===== config.mk =====
export PLATFORM = sky130hd
export DESIGN_NAME = cpu_controller
export DESIGN_NICKNAME = d
export VERILOG_FILES = /design/src/rtl/cpu_controller.sv
export SDC_FILE = /design/constraint.sdc
export NUM_CORES = 1
export LEC_CHECK = 0
export ABC_AREA = 1
export CAP_MARGIN = 20
export CELL_PAD_IN_SITES_DETAIL_PLACEMENT = 1
export CELL_PAD_IN_SITES_GLOBAL_PLACEMENT = 2
export CORE_UTILIZATION = 17
export CTS_CLUSTER_DIAMETER = 150
export CTS_CLUSTER_SIZE = 12
export DETAILED_ROUTE_END_ITERATION = 16
export PLACE_DENSITY_LB_ADDON = 0.1
export SLEW_MARGIN = 20
export SYNTH_ARGS = -nofsm -noshare
export SYNTH_HDL_FRONTEND = slang
export SYNTH_SLANG_ARGS = --single-unit

===== constraint.sdc =====
create_clock -name clk -period 1.3 [get_ports clk]
set_clock_uncertainty 0.15 [all_clocks]
set_input_delay 0.26 -clock clk [delete_from_list [all_inputs] [get_ports clk]]
set_output_delay 0.26 -clock clk [all_outputs]
set_load 0.005 [all_outputs]

===== src/rtl/cpu_controller.sv =====
// ============================================================================
// Module   : cpu_controller
// Function : Instruction register plus Moore control FSM for a simple datapath
// Revision : 1.0 - initial release
// ============================================================================
`default_nettype none

module cpu_controller (
    input  logic        clk,
    input  logic        reset_n,
    input  logic [15:0] instr_in,
    input  logic        load_ir,
    input  logic        s,
    output logic        w,
    output logic [2:0]  readnum,
    output logic [2:0]  writenum,
    output logic        write,
    output logic        loada,
    output logic        loadb,
    output logic        loadc,
    output logic        loads,
    output logic        asel,
    output logic        bsel,
    output logic [1:0]  vsel,
    output logic [1:0]  shift,
    output logic [1:0]  ALUop,
    output logic [15:0] sximm8,
    output logic [15:0] sximm5
);

    localparam logic [2:0] c_ST_WAIT   = 3'd0;
    localparam logic [2:0] c_ST_DECODE = 3'd1;
    localparam logic [2:0] c_ST_WIMM   = 3'd2;
    localparam logic [2:0] c_ST_GETA   = 3'd3;
    localparam logic [2:0] c_ST_GETB   = 3'd4;
    localparam logic [2:0] c_ST_ALU    = 3'd5;
    localparam logic [2:0] c_ST_CMPS   = 3'd6;
    localparam logic [2:0] c_ST_WREG   = 3'd7;

    logic [2:0]  r_state;
    logic [2:0]  w_next_state;
    logic [15:0] r_ir;

    logic [2:0] w_opcode;
    logic [1:0] w_op;
    logic [2:0] w_rn;
    logic [2:0] w_rd;
    logic [1:0] w_sh;
    logic [2:0] w_rm;
    logic       w_is_movi;
    logic       w_is_movr;
    logic       w_is_mvn;
    logic       w_is_cmp;
    logic       w_is_two_src;
    logic [1:0] w_alu_op;

    assign w_opcode = r_ir[15:13];
    assign w_op     = r_ir[12:11];
    assign w_rn     = r_ir[10:8];
    assign w_rd     = r_ir[7:5];
    assign w_sh     = r_ir[4:3];
    assign w_rm     = r_ir[2:0];

    assign w_is_movi    = (w_opcode == 3'b110) && (w_op == 2'b10);
    assign w_is_movr    = (w_opcode == 3'b110) && (w_op == 2'b00);
    assign w_is_mvn     = (w_opcode == 3'b101) && (w_op == 2'b11);
    assign w_is_cmp     = (w_opcode == 3'b101) && (w_op == 2'b01);
    assign w_is_two_src = (w_opcode == 3'b101) && (w_op != 2'b11);
    // ALU-class op field already matches the ALUop encoding; MOV uses add with A forced to zero.
    assign w_alu_op     = (w_opcode == 3'b101) ? w_op : 2'b00;

    assign sximm8 = {{8{r_ir[7]}}, r_ir[7:0]};
    assign sximm5 = {{11{r_ir[4]}}, r_ir[4:0]};

    always_ff @(posedge clk) begin
        if (!reset_n) begin
            r_state <= c_ST_WAIT;
            r_ir    <= 16'h0000;
        end else begin
            r_state <= w_next_state;
            if (load_ir && (r_state == c_ST_WAIT))
                r_ir <= instr_in;
        end
    end

    always_comb begin
        w_next_state = r_state;
        case (r_state)
            c_ST_WAIT:   if (s) w_next_state = c_ST_DECODE;
            c_ST_DECODE: begin
                if (w_is_movi)                  w_next_state = c_ST_WIMM;
                else if (w_is_movr || w_is_mvn) w_next_state = c_ST_GETB;
                else if (w_is_two_src)          w_next_state = c_ST_GETA;
                else                            w_next_state = c_ST_WAIT;
            end
            c_ST_GETA:   w_next_state = c_ST_GETB;
            c_ST_GETB:   w_next_state = w_is_cmp ? c_ST_CMPS : c_ST_ALU;
            c_ST_ALU:    w_next_state = c_ST_WREG;
            default:     w_next_state = c_ST_WAIT;
        endcase
    end

    always_comb begin
        w        = 1'b0;
        readnum  = 3'b000;
        writenum = 3'b000;
        write    = 1'b0;
        loada    = 1'b0;
        loadb    = 1'b0;
        loadc    = 1'b0;
        loads    = 1'b0;
        asel     = 1'b0;
        bsel     = 1'b0;
        vsel     = 2'b00;
        shift    = 2'b00;
        ALUop    = 2'b00;
        case (r_state)
            c_ST_WAIT: w = 1'b1;
            c_ST_WIMM: begin
                write    = 1'b1;
                vsel     = 2'b10;
                writenum = w_rn;
            end
            c_ST_GETA: begin
                readnum = w_rn;
                loada   = 1'b1;
            end
            c_ST_GETB: begin
                readnum = w_rm;
                loadb   = 1'b1;
            end
            c_ST_ALU: begin
                loadc = 1'b1;
                shift = w_sh;
                asel  = w_is_movr;
                ALUop = w_alu_op;
            end
            c_ST_CMPS: begin
                loads = 1'b1;
                shift = w_sh;
                ALUop = 2'b01;
            end
            c_ST_WREG: begin
                write    = 1'b1;
                writenum = w_rd;
            end
            default: ;
        endcase
    end

endmodule

`default_nettype wire


Yosys cells after proc, flatten, opt, wreduce, memory -nomap -nowiden

Index checks and enable logic that the tools add are counted.

Bits in registers: 19
Word-level logic and storage cells: 46
Output and inout port bits: 52
Input port bits: 20

Equality and inequality tests: 14
Reduce and logical (&&, ||, !) cells: 11
Multiplexer cells: 19

Operators with widths:

| cell                 | count |
|---|---|
| $eq A3 B3 Y1 const B | 6 |
| $pmux W3 S5          | 1 |
| $pmux W3 S2          | 2 |
| $mux W2              | 5 |
| $mux W3              | 3 |
| $mux W1              | 7 |
| $eq A3 B2 Y1 const B | 2 |
| $logic_and A1 B1 Y1  | 6 |
| $eq A2 B2 Y1 const B | 2 |
| $ne A2 B2 Y1 const B | 2 |
| $pmux W2 S2          | 1 |
| $reduce_or A2 Y1     | 2 |
| $eq A3 B1 Y1 const B | 1 |
| $logic_not A3 Y1     | 1 |
| $eq A2 B1 Y1 const B | 1 |
| $logic_not A2 Y1     | 1 |
| $logic_or A1 B1 Y1   | 1 |

Logic depth before layout (Yosys ltp)

Depth after elaboration: 6
Depth in mapped cells: 7
Depth with buffers taken out: 7

Worst setup path after synthesis

No wires, ideal clock.

Kind: register to output
Start point: reg r_state[2]
End point: out ALUop[0]
Path buffers: 0
Stages on the path, launching flop included: 5
Data arrival time: 0.973 ns
Data required time: 0.890 ns
Path slack: -0.083 ns
Cell sequence: dfxtp_1 > inv_2 > nor2_2 > nand2_1 > o31ai_1

Longest elaborated chain between the ends: 2
Elaborated cells on any way between the ends: 3
Those cells by class: eq/ne (2); mux (1)

RTL lines:

| element                  | line | RTL |
|---|---|---|
| start: declaration       | 40   | `logic [2:0] r_state;` |
| start signal: assignment | 77   | `r_state <= c_ST_WAIT;` |
| start signal: assignment | 80   | `r_state <= w_next_state;` |
| $eq A3 B3 Y1             | 117  | `case (r_state)` |
| $pmux W2 S2 *            | 117  |  |
| end: declaration         | 26   | `output logic [1:0] ALUop,` |

Mark *: on every way between the ends. The rest lies on a longest branch, timed or not.

Worst setup path after layout

Start point: reg r_state[1]
End point: out ALUop[0]

The elaborated chain is that of the path after synthesis.

==> results.md <==
* Commonest cells post-synth: nand2_1, buf_4, nand3_1
* Instance count of the mapped netlist at between 150 and 200
* # IOs at between 70 and 80
* First-pass GRT wire length at about 8600 µm
* Post-synthesis sequential area ratio at 0.300
* CP Class: reg -> out
* Vias per inst at 3.91
* Final setup violation count at 47
* Slew Limit Fails at 0
* Pint at 0.00128 W
* Cells after DPL at 356
* Leak pwr at about 1.4 nW
* Num CTS Buffers at 3
* I/O Buffers at 69
* Netlist cell types at 21
* FMAX at roughly 570 MHz
* Async set-or-reset flop fraction in the synthesized netlist at 0
* Antenna cells at 0
* Critical Path AT at approximately 1300 ps
* Launch point of the worst hold path: r_ir[11]$_SDFFE_PN0P_
* Final Critical Period at approximately 1800 ps
* Post-synth EDFFs at 0
* CTS Buffer Depth at 2
* Flops & latches, synth at 19
* Combinational share of power at 0.417
* Post-synth top area share at 0.300
* DRT Pass-1 Iters at 2
* Finished Layout Cells at around 400
* Footprint of the multi-input gates at a little under 900 µm²
* Yosys warning total at 0
* Synth top area cells: dfxtp_1, buf_4, nand2_1, nand3_1, a21oi_1
* Initial Utilization at 0.176
* TritonCTS clock tree: built
* Hold crit path type: reg -> reg
* Register-to-register setup slack at -340 ps
* WL final at about 5600 µm
* Fill count at about 860
* RSZ-0062 raised after global routing: true
* Worst vdd ir at 0.275 mV
* Die Height at approximately 90 µm
* Startpoint Class: flip-flop
* Required time worst endpoint at slightly below 900 ps
* Gr usage total at 0.147
* Endpoints failing hold at 0
* Sequential share of power at 0.350
* Hold Path Depth at 2
* DP HPWL at approximately 3400 µm
* Crit Reg-Reg Endpoint: r_ir[13]$_SDFFE_PN0P_
* Failing checks: setup timing
* Site Rows at 31
* Syn_area_per_cell at between 6 and 7 µm²
* Worst R2R Path Depth at 10
* Reg area at 409 µm²
* Crit-path max FO at 4
* Core footprint at approximately 7200 µm²
* CP endpoint kind: output pin
* DIE AREA at 7810 µm²
* WHS Endpoint: r_ir[11]$_SDFFE_PN0P_
* Worst flop-to-flop path startpoint: r_state[1]$_SDFFE_PN0P_
* Antenna-violating nets left at 0
* Area grow syn2layout at 133%
* Iteration-0 DRC Markers at 34
* Gpl congestion at approximately 0.70
* WHS at 328 ps
* Htree depth at 1
* Root Buffer: clkbuf_8
* Layout cell share with drive strength beyond 1 at 0.745
* P_sw at slightly below 0.0006 W
* Largest net degree at the start of global routing at 19
* Vias in the first global route at approximately 1600
* PD cells at approximately 630 nW/µm²
* Ys flop type: dfxtp_1
* WL per Instance at ~14 µm
* Place WS at -547 ps
* Die width at just under 90 µm
* GR Overflow Total at 0
* Cell with the most instances after synthesis: nand2_1
* Antenna violations before repair at 0
* Reg clk slew, reported paths at 80 ps
* Tcrit/Tclk final at 1.35
* Status: complete, but fails checks
* Layout Nets at roughly 320
* Clock share of power at 0.233
* Switch share at 0.314
* Final WS setup at -454 ps
* Clock sink count at 19
* Post-synth top area cell: dfxtp_1
* Core Util, Final at 0.409
* Worst-skew pair later-pin latency at between 200 and 300 ps
* Synth Cell Area at about 1300 µm²
* Routed vias at 1551
* Max Cap Viol at 0
* # DRC at 0
## critical path: stages (launching register included)
cell and delay (ps):
dfxtp_4 380, nor2_4 160, nand2_4 90, buf_6 130, o31ai_4 180, buf_2 150
## cell families (layout without fill, tap and decap cells)
| group | count (synthesis) | in the layout | share of synthesized area |
|---|---|---|---|
| buffers and inverters | 65 | 172 | 0.309 |
| DFF | 19 | 19 | 0.300 |
| and+or+nand+nor | 77 | 78 | 0.277 |
| AOI/OAI and AO/OA | 27 | 27 | 0.111 |
| other | 1 | 2 | 0.00296 |
## registers in the layout, indices dropped and copies added, names as in the netlist
register and cells:
r_ir 16, r_state 3
## per-stage QoR
stage / cell area, µm² / power [W] / setup TNS (ps)
6_report: 2950 / 0.00186 / -12460
5_1_grt: 2950 / 0.00198 / -15110
3_5_place_dp: 2120 / 0.00114 / -16220
3_3_place_gp: 2120 / 0.00114 / -15660
4_1_cts: 2740 / 0.00183 / -12040
2_1_floorplan: 1280 / 0.000904 / -30.7
## cell type report
type,instances,share of cell area
Tap cell,99,0.0419
Timing Repair Buffer,142,0.469
Inverter,26,0.0390
Sequential cell,19,0.139
Clock inverter,1,0.00169
Multi-Input combinational cell,107,0.296
Clock buffer,3,0.0140
## power groups by stage
stage / sequential [W] / combinational [W] / clock, W
floorplan: 0.000664 / 0.000240 / 0
global placement: 0.000657 / 0.000487 / 0
detailed placement: 0.000658 / 0.000484 / 0
CTS: 0.000649 / 0.000721 / 0.000462
global route: 0.000657 / 0.000829 / 0.000494
finish: 0.000652 / 0.000776 / 0.000434
## per-layer routing
layer	vias up	GRT usage	share of wire
li1	781	-	-
met1	729	0.186	0.45
met2	37	0.257	0.51
met3	4	0.0289	0.038
met4	0	0.0308	0.0064
met5	-	0	0
## how the worst max path moves through the flow
stage                                       start        to  depth (start not counted)
after global routing      r_state[1]$_SDFFE_PN0P_  ALUop[0]                          5
after CTS                 r_state[2]$_SDFFE_PN0P_  ALUop[0]                          6
after floorplan           r_state[2]$_SDFFE_PN0P_  ALUop[0]                          4
final                     r_state[1]$_SDFFE_PN0P_  ALUop[0]                          5
after detailed placement  r_state[2]$_SDFFE_PN0P_  ALUop[0]                          5
after global placement    r_state[2]$_SDFFE_PN0P_  ALUop[0]                          5
## layout by cell type, fill, tap and decap left out, drive strengths merged, types with 2 or more instances in the layout
| master | synthesis | final |
|---|---|---|
| nor2 | 13 | 13 |
| o21ai | 4 | 4 |
| dfxtp | 19 | 19 |
| clkbuf | 1 | 3 |
| clkdlybuf4s50 | 0 | 19 |
| inv | 25 | 24 |
| a21oi | 19 | 19 |
| o22ai | 3 | 3 |
| conb | 1 | 2 |
| nand2 | 39 | 40 |
| nand3 | 24 | 24 |
| clkinv | 1 | 3 |
| buf | 38 | 122 |
## what timing repair did
| action | in CTS | in global routing |
|---|---|---|
| setup endpoints to repair | 67 | 59 |
| cloned | 6 | 0 |
| resized for setup | 314 | 79 |
| buffers inserted | 33 | 17 |
| pin swaps | 29 | 17 |
| hold buffers | 0 | 0 |
Power figures use the tool's default switching activity.
